### src/rtl/bin_arbiter_if.sv
// Operand/grant/result bundle between the kernel FSMs (master) and the shared-adder arbiter (slave).
interface bin_arbiter_if #(
  parameter int unsigned NREQ  = 4,
  parameter int unsigned WIDTH = 64
);
  logic [NREQ-1:0]       req;
  logic [NREQ*WIDTH-1:0] in0;
  logic [NREQ*WIDTH-1:0] in1;
  logic [NREQ-1:0]       gnt;
  logic [NREQ-1:0]       rvalid;
  logic [WIDTH-1:0]      result;
  logic                  carry;

  modport master (output req, in0, in1, input gnt, rvalid, result, carry);
  modport slave  (input req, in0, in1, output gnt, rvalid, result, carry);
endinterface

### src/rtl/bin_arbiter.sv
// Round-robin arbiter sharing one WIDTH-bit adder among NREQ requesters.
// Define BIN_ARB_PIPE_EN to add a result register stage (rvalid/result one cycle after gnt).
module bin_arbiter #(
  parameter int unsigned NREQ  = 4,
  parameter int unsigned WIDTH = 64
) (
  input logic           clk,
  input logic           r_enable,
  bin_arbiter_if.slave  bus
);
  localparam int unsigned PW = (NREQ > 1) ? $clog2(NREQ) : 1;
  typedef logic [PW-1:0] idx_t;

  logic [NREQ-1:0]  gnt_q, gnt_d;
  idx_t             ptr_q, ptr_d;
  logic [WIDTH:0]   res_q, res_d;
  idx_t             win;
  logic             found;
  logic [PW:0]      cand;
  logic [WIDTH-1:0] opa, opb;

  // Search ptr, ptr+1, ... wrapping at NREQ; first asserted request wins.
  always_comb begin
    found = 1'b0;
    win   = '0;
    cand  = '0;
    for (int unsigned k = 0; k < NREQ; k++) begin
      cand = {1'b0, ptr_q} + (PW+1)'(k);
      if (cand >= (PW+1)'(NREQ)) cand = cand - (PW+1)'(NREQ);
      if (!found && bus.req[cand[PW-1:0]]) begin
        found = 1'b1;
        win   = cand[PW-1:0];
      end
    end
  end

  always_comb begin
    opa = bus.in0[win*WIDTH +: WIDTH];
    opb = bus.in1[win*WIDTH +: WIDTH];
  end

  always_comb begin
    gnt_d = '0;
    ptr_d = ptr_q;
    res_d = res_q;
    if (found) begin
      gnt_d[win] = 1'b1;
      ptr_d      = (win == idx_t'(NREQ-1)) ? '0 : win + 1'b1;
      res_d      = {1'b0, opa} + {1'b0, opb};
    end
  end

  always_ff @(posedge clk) begin
    if (r_enable) begin
      gnt_q <= '0;
      ptr_q <= '0;
      res_q <= '0;
    end else begin
      gnt_q <= gnt_d;
      ptr_q <= ptr_d;
      res_q <= res_d;
    end
  end

  assign bus.gnt = gnt_q;

`ifdef BIN_ARB_PIPE_EN
  logic [NREQ-1:0] tag_q;
  logic [WIDTH:0]  out_q;

  // Second stage follows the first every cycle, so hold behaviour carries through.
  always_ff @(posedge clk) begin
    if (r_enable) begin
      tag_q <= '0;
      out_q <= '0;
    end else begin
      tag_q <= gnt_q;
      out_q <= res_q;
    end
  end

  assign bus.rvalid = tag_q;
  assign bus.carry  = out_q[WIDTH];
  assign bus.result = out_q[WIDTH-1:0];
`else
  assign bus.rvalid = gnt_q;
  assign bus.carry  = res_q[WIDTH];
  assign bus.result = res_q[WIDTH-1:0];
`endif
endmodule
### src/flat_wrapper.sv
// flat-port wrapper written by rule: the top's interface ports become plain ports
module bin_arbiter_flat 
#(
  parameter int unsigned NREQ  = 4,
  parameter int unsigned WIDTH = 64
)
  (clk, r_enable, bus_req, bus_in0, bus_in1, bus_gnt, bus_rvalid, bus_result, bus_carry);
  bin_arbiter_if #(.NREQ(NREQ), .WIDTH(WIDTH)) bus_i ();
  input logic clk;
  input logic r_enable;
  input wire logic [$bits(bus_i.req)-1:0] bus_req;
  input wire logic [$bits(bus_i.in0)-1:0] bus_in0;
  input wire logic [$bits(bus_i.in1)-1:0] bus_in1;
  output wire logic [$bits(bus_i.gnt)-1:0] bus_gnt;
  output wire logic [$bits(bus_i.rvalid)-1:0] bus_rvalid;
  output wire logic [$bits(bus_i.result)-1:0] bus_result;
  output wire logic [$bits(bus_i.carry)-1:0] bus_carry;
  assign bus_i.req = bus_req;
  assign bus_i.in0 = bus_in0;
  assign bus_i.in1 = bus_in1;
  assign bus_gnt = bus_i.gnt;
  assign bus_rvalid = bus_i.rvalid;
  assign bus_result = bus_i.result;
  assign bus_carry = bus_i.carry;
  bin_arbiter #(.NREQ(NREQ), .WIDTH(WIDTH)) u_core (.clk(clk), .r_enable(r_enable), .bus(bus_i));
endmodule
### config.mk
export PLATFORM = sky130hd
export DESIGN_NAME = bin_arbiter_flat
export DESIGN_NICKNAME = d
export VERILOG_FILES = /design/src/rtl/bin_arbiter_if.sv /design/src/rtl/bin_arbiter.sv /design/src/flat_wrapper.sv
export SDC_FILE = /design/constraint.sdc
export NUM_CORES = 1
export LEC_CHECK = 0
export BUFFER_PORTS_ARGS = -buffer_cell sky130_fd_sc_hd__buf_2
export CORE_AREA = 5 5 229 231
export CTS_BUF_LIST = sky130_fd_sc_hd__clkbuf_16
export DETAILED_ROUTE_END_ITERATION = 12
export DIE_AREA = 0 0 234 236
export GPL_TIMING_DRIVEN = 0
export SYNTH_ARGS = -nofsm -noshare
export SYNTH_HDL_FRONTEND = slang
export SYNTH_SLANG_ARGS = --single-unit
export TNS_END_PERCENT = 50
### constraint.sdc
create_clock -name clk -period 14.1 [get_ports clk]
set_clock_uncertainty 0.15 [all_clocks]
set_input_delay 4.23 -clock clk [delete_from_list [all_inputs] [get_ports clk]]
set_output_delay 4.23 -clock clk [all_outputs]
set_load 0.01 [all_outputs]
# ---- Yosys cells after proc, flatten, opt, wreduce, memory -nomap -nowiden
# Cells that the tools add are included.
dict set report totals {
  ff_bits 71
  latch_bits 0
  mem_bits_rw 0
  mem_bits_ro 0
  input_bits 518
  output_inout_bits 73
  word_cells 57
  memories 0
}
dict set report op_classes {
  add_sub_neg 9
  n_mul 0
  div_mod_pow 0
  order_cmp 10
  n_eq_ne 1
  shift 2
  muxes 23
  bitwise 1
  reduce_logical 8
}
# op n
set ops {}
lappend ops {{variable part select 256 x 9 -> 64 bit} 2}
lappend ops {{adder 64 x 64 -> 65 bit} 1}
lappend ops {{two-way mux 2 bit} 9}
lappend ops {{< comparator 2 x 3 -> 1 bit, second input constant} 5}
lappend ops {{>= comparator 3 bit, second input constant} 3}
lappend ops {{two-way mux 1 bit} 9}
lappend ops {{binary-select mux 1 bit (select 2 bit)} 4}
lappend ops {{subtractor 2 x 1 -> 2 bit, second input constant} 4}
lappend ops {{adder 2 x 2 -> 3 bit, second input constant} 2}
lappend ops {{logical AND 1 bit} 4}
lappend ops {{adder 2 x 1 -> 3 bit, second input constant} 1}
lappend ops {{>= comparator 2 x 3 -> 1 bit, second input constant} 1}
lappend ops {{zero test 1 bit} 3}
lappend ops {{adder 2 x 1 -> 2 bit, second input constant} 1}
lappend ops {{demux 1 bit (select 2 bit)} 1}
lappend ops {{== test 2 bit, second input constant} 1}
lappend ops {{>= comparator 2 x 1 -> 1 bit, second input constant} 1}
lappend ops {{OR reduction 2 bit} 1}
lappend ops {{NOT 1 bit} 1}

# ---- Longest topological paths before layout
dict set report logic_depth {
  ltp_word 18
  depth_mapped 22
  ltp_nobuf 18
}

# ---- Worst setup path before layout
# OpenSTA, ideal clock, no wires.
dict set report synth_timing {
  kind {input port to flip-flop}
  startpoint {input port bus_req[0]}
  endpoint {register u_core.res_q[58]}
  setup_ps 117
  t_arrival_ps 8174
  required_time_ps 13833
  slack_ps 5659
  stages 21
  path_buffers 3
  cell_sequence {a21oi_1 > o21a_1 > o22a_1 > clkbuf_1 > clkinv_1 > clkbuf_1 > clkbuf_1 > nand2_1 > and3_1 > a31oi_1 > ha_1 > fa_1 > a211oi_1 > o21ai_1 > a31oi_1 > o22ai_1 > a2111o_1 > nand3_1 > a21oi_1 > or3_1 > a32o_1}
}
dict set report synth_between {
  elab_chain_len 14
  elab_cells_between_ends 25
  cone_classes {add/sub: 1; shift: 2; mux: 16; reduce/logical: 6}
}
# element line
set synth_rtl {}
lappend synth_rtl {{start: declaration} flat_wrapper.sv:11} ;# input wire logic [$bits(bus_i.req)-1:0] bus_req;
lappend synth_rtl {{binary-select mux 1 bit (select 2 bit)} bin_arbiter.sv:30} ;# if (!found && bus.req[cand[PW-1:0]]) begin
lappend synth_rtl {{two-way mux 1 bit (not written as such)} bin_arbiter.sv:30}
lappend synth_rtl {{two-way mux 1 bit} bin_arbiter.sv:30}
lappend synth_rtl {{zero test 1 bit} bin_arbiter.sv:30}
lappend synth_rtl {{logical AND 1 bit} bin_arbiter.sv:30}
lappend synth_rtl {{two-way mux 1 bit} bin_arbiter.sv:30}
lappend synth_rtl {{zero test 1 bit} bin_arbiter.sv:30}
lappend synth_rtl {{logical AND 1 bit} bin_arbiter.sv:30}
lappend synth_rtl {{two-way mux 1 bit} bin_arbiter.sv:30}
lappend synth_rtl {{zero test 1 bit} bin_arbiter.sv:30}
lappend synth_rtl {{logical AND 1 bit} bin_arbiter.sv:30}
lappend synth_rtl {{two-way mux 2 bit} bin_arbiter.sv:30}
lappend synth_rtl {{variable part select 256 x 9 -> 64 bit (on tied branches)} {bin_arbiter.sv:38, bin_arbiter.sv:39}}
lappend synth_rtl {{adder 64 x 64 -> 65 bit} bin_arbiter.sv:49} ;# res_d = {1'b0, opa} + {1'b0, opb};
lappend synth_rtl {{end signal: assignment} bin_arbiter.sv:61} ;# res_q <= res_d;
lappend synth_rtl {{end: declaration} bin_arbiter.sv:16} ;# logic [WIDTH:0] res_q, res_d;
# Parallel ways exist; a longest one is shown, timed or not. The select of a mux whose other input is x is not followed.
# A chain may end at the register's enable or synchronous reset.

# ---- Worst setup path after layout
dict set report layout_timing {
  startpoint {input port bus_req[0]}
  endpoint {register u_core.res_q[60]}
}
# The elaborated chain is that of the path after synthesis.

==> parameters.txt <==
Parameter                              Value

Status
  Status    finished, violations left
  Violated checks    max-capacitance violations, max-slew violations

Timing
  Slew at the pin closest to its max-slew limit    between 1.5 and 2 ns
  Post-route minimum period    10.82 ns
  Worst max-slew margin expressed relative to the limit    -0.00325
  Final setup violation count    0
  Final TNS setup    0 ns
  Final number of hold-violating endpoints    0
  RSZ-0062 raised after global routing    false
  Max Clk Rate    approximately 0.092 GHz
  Final slew viol count    10
  Part of the cycle the worst path needs    0.768

Synth
  Synthesized instance count    ~1700
  Number of distinct library cells after synthesis    a little over 70
  Number of synthesized register bits    71
  Post-synthesis instance area    between 0.01 and 0.015 sq mm
  Syn_area_per_cell    between 5 and 6 sq um
  EDFF count, synth    0
  Syn nets    around 2300
  Primary FF master, synth    sky130_fd_sc_hd__dfxtp_1
  Share of the yosys chip area belonging to registers    0.139
  Proportion of register bits with asynchronous set or reset after synthesis    0
  YS warnings    0

Critical path
  Critical path data arrival time    10.91 ns
  Largest fanout on the critical path    10
  Worst setup path class    primary input to register
  Element type at the critical path end    register
  Data required time at the worst endpoint    between 10 and 15 ns
  Startpoint kind of the worst setup timing path    primary input

Floorplan
  Die width    between 200 and 250 um
  Full die area    roughly 0.055 sq mm
  Ports placed on the boundary    between 500 and 600
  Total core area    about 0.05 sq mm
  Starting utilization of the core area    0.205
  Chip Height    approximately 240 um
  Number of rows in the core area    82

Cells and area
  Proportion of layout cells with a drive suffix above 1    0.274
  Summed area of non-filler cells in the final layout    around 0.014 sq mm
  Net count, final    2918
  Area grow syn2layout    40.5%

GRT
  Via count of the first global-routing pass    about 14000
  Global-route usage over all layers    0.226
  First-pass GRT wire length    92.0 mm
  Antenna violations before repair    15
  GRT overflow    0
  Pin count of the biggest net entering global routing    15

Placement
  GPL Wtd Cong    0.934
  Number of buffers added on ports    590
  Area post-placement    0.0140 sq mm
  Final HPWL from detailed placement    between 50 and 60 mm

Detailed routing
  Final Routed Wirelength    roughly 67 mm
  Detailed-route wire length per cell    ~22 um
  Remaining DRCs    0
  Via count of the routed design    14815
  1st-pass router iterations    5
  Initial detailed-routing violation count    about 980
  Routed vias/inst    between 4 and 5
  Number of nets still failing antenna checks after routing    0

Power and ir drop
  Peak ir drop on the vdd network    about 0.000068 V
  Pwr/cell area    ~170 mW/mm^2
  LEAKAGE    between 7 and 8 nW

Clock network
  CTS Buffer Depth    2
  Maximum level of the CTS H-tree    3
  Clock root buffer    sky130_fd_sc_hd__clkbuf_16
  Buffer count from post-CTS setup fixing    0
  Clock transition time at the flip-flop clock pins of the worst setup and hold paths    about 0.070 ns
  Number of gates given a new drive strength after cts    0
  Num Clock Sinks    between 70 and 80
  Count of hold-fix buffers inserted at cts    0
  Clock latency at the later pin of the worst-skew pair    0.35 ns
  TritonCTS clock tree    yes
  Clock buffer count from CTS    9

Hold path
  Type of the tightest min-delay check    register to register

Flow run
  Max cap viols    1
[kinds of logic (layout without fill, tap and decap cells)]
group           after synthesis  count (layout)  synth area share
compound gates              435             435             0.264
xor+xnor                     47              47            0.0403
fa+ha+maj                    69              69            0.0852
buf+inv                     164             770            0.0630
flops                        71              71             0.139
mux                           3               3           0.00294
other cells                   0               7                 0
simple gates                941             941             0.405
[registers in the layout, summed over array words and instances (netlist names)]
register        count
u_core.res_q       65
u_core.bus.gnt      4
u_core.ptr_q        2
[worst max-delay path, cell delays in order]
cell and delay (ns):
sky130_fd_sc_hd__buf_2 0.13, sky130_fd_sc_hd__a21oi_1 0.14, sky130_fd_sc_hd__o21a_1 0.12, sky130_fd_sc_hd__o22a_1 0.12, sky130_fd_sc_hd__clkbuf_1 0.41, sky130_fd_sc_hd__clkbuf_1 1.15
sky130_fd_sc_hd__clkbuf_1 1.06, sky130_fd_sc_hd__nand2_1 0.09, sky130_fd_sc_hd__and3_1 0.20, sky130_fd_sc_hd__a31oi_1 0.27, sky130_fd_sc_hd__ha_1 0.17, sky130_fd_sc_hd__clkbuf_1 0.28
sky130_fd_sc_hd__nand4_1 0.22, sky130_fd_sc_hd__nor4_1 0.71, sky130_fd_sc_hd__nand3_1 0.14, sky130_fd_sc_hd__a21oi_1 0.19, sky130_fd_sc_hd__nor3_2 0.08, sky130_fd_sc_hd__o31ai_1 0.70
sky130_fd_sc_hd__a311oi_1 0.19, sky130_fd_sc_hd__a221o_1 0.28
[synthesized netlist by cell type (3+ instances only)]
master,number,area (sq um)
sky130_fd_sc_hd__inv_1,21,78.8
sky130_fd_sc_hd__nand3_1,17,85.1
sky130_fd_sc_hd__a221o_1,3,30.0
sky130_fd_sc_hd__xnor2_1,29,254
sky130_fd_sc_hd__o21a_1,9,67.6
sky130_fd_sc_hd__ha_1,68,851
sky130_fd_sc_hd__a21oi_1,120,601
sky130_fd_sc_hd__o2111ai_1,3,26.3
sky130_fd_sc_hd__buf_1,6,22.5
sky130_fd_sc_hd__or3_1,7,43.8
sky130_fd_sc_hd__o21bai_1,13,97.6
sky130_fd_sc_hd__a211o_1,3,26.3
sky130_fd_sc_hd__a31oi_1,141,882
sky130_fd_sc_hd__nor2_1,50,188
sky130_fd_sc_hd__buf_4,4,30.0
sky130_fd_sc_hd__and3_1,141,882
sky130_fd_sc_hd__nor4_1,6,37.5
sky130_fd_sc_hd__o31ai_1,6,45.0
sky130_fd_sc_hd__clkbuf_1,121,454
sky130_fd_sc_hd__or4_1,5,37.5
sky130_fd_sc_hd__a21o_1,29,218
sky130_fd_sc_hd__a211oi_1,9,67.6
sky130_fd_sc_hd__xor2_1,18,158
sky130_fd_sc_hd__nand4_1,27,169
sky130_fd_sc_hd__dfxtp_1,71,1420
sky130_fd_sc_hd__a21boi_0,5,37.5
sky130_fd_sc_hd__and2_1,6,37.5
sky130_fd_sc_hd__buf_2,11,55.1
sky130_fd_sc_hd__nand2_1,647,2430
sky130_fd_sc_hd__mux2i_1,3,30.0
sky130_fd_sc_hd__a221oi_1,3,26.3
sky130_fd_sc_hd__o21ai_1,22,110
sky130_fd_sc_hd__nor3_1,14,70.1
sky130_fd_sc_hd__o21ai_0,41,205
[cell usage in the layout (no fill, tap or decap), types with 13 or more instances in the layout]
| cell | Yosys | routed |
|---|---|---|
| sky130_fd_sc_hd__a21o_1 | 29 | 29 |
| sky130_fd_sc_hd__dfxtp_1 | 71 | 71 |
| sky130_fd_sc_hd__clkbuf_1 | 121 | 120 |
| sky130_fd_sc_hd__nand2_1 | 647 | 647 |
| sky130_fd_sc_hd__and3_1 | 141 | 141 |
| sky130_fd_sc_hd__xnor2_1 | 29 | 29 |
| sky130_fd_sc_hd__o21bai_1 | 13 | 13 |
| sky130_fd_sc_hd__a21oi_1 | 120 | 120 |
| sky130_fd_sc_hd__nor3_1 | 14 | 14 |
| sky130_fd_sc_hd__nand3_1 | 17 | 17 |
| sky130_fd_sc_hd__o21ai_0 | 41 | 41 |
| sky130_fd_sc_hd__xor2_1 | 18 | 18 |
| sky130_fd_sc_hd__nand4_1 | 27 | 27 |
| sky130_fd_sc_hd__nor2_1 | 50 | 50 |
| sky130_fd_sc_hd__inv_1 | 21 | 21 |
| sky130_fd_sc_hd__a31oi_1 | 141 | 141 |
| sky130_fd_sc_hd__ha_1 | 68 | 68 |
| sky130_fd_sc_hd__buf_2 | 11 | 601 |
| sky130_fd_sc_hd__o21ai_1 | 22 | 22 |
[metrics by stage]
stage	utilization	total power, W	setup WS, ns	hold WS [ns]	std cells
final	0.288	0.00246	3.28	0.292	3015
after global routing	0.288	0.00267	2.98	0.306	3011
after CTS	0.288	0.00247	3.31	0.294	3008
after detailed placement	0.281	0.00219	2.93	0.285	2992
after global placement	0.281	0.00218	2.74	0.282	2992
after floorplan	-	0.00150	5.66	0.320	1730
[report_power, final]
group	total, W	internal [W]	leakage, nW	switching, W
Clock	0.000267	0.000157	0.157	0.000110
Combinational	0.00187	0.000671	6.50	0.00120
Sequential	0.000322	0.000282	0.591	0.0000403
Total	0.00246	0.00111	7.25	0.00135
[layer usage]
layer,vias to the layer above,track usage,wire length (um)
met4,4,0.0897,2870
li1,7282,-,-
met5,-,0,27
met2,684,0.392,31900
met3,104,0.0521,5880
met1,6741,0.267,26600
[final timing paths]
path	from	endpoint	slack, ns	depth (start not counted)
setup / recovery	bus_req[0]	u_core.res_q[60]$_SDFFE_PP0N_	3.28	20
hold / removal	u_core.res_q[56]$_SDFFE_PP0N_	u_core.res_q[56]$_SDFFE_PP0N_	0.29	2
setup reg to reg	u_core.ptr_q[1]$_SDFFE_PP0N_	u_core.res_q[60]$_SDFFE_PP0N_	6.90	19
hold reg to reg	u_core.res_q[56]$_SDFFE_PP0N_	u_core.res_q[56]$_SDFFE_PP0N_	0.29	2
[area by class of cell]
| cell class | instances | area (sq um) |
|---|---|---|
| inverter | 22 | 82.6 |
| tap | 672 | 841 |
| multi-input combinational | 1495 | 8160 |
| fill | 5859 | 35500 |
| timing repair buffer | 590 | 2950 |
| antenna | 7 | 17.5 |
| buffer | 142 | 563 |
| clock buffer | 9 | 225 |
| sequential | 71 | 1420 |
| clock inverter | 7 | 103 |
Power figures use the tool's default switching activity.
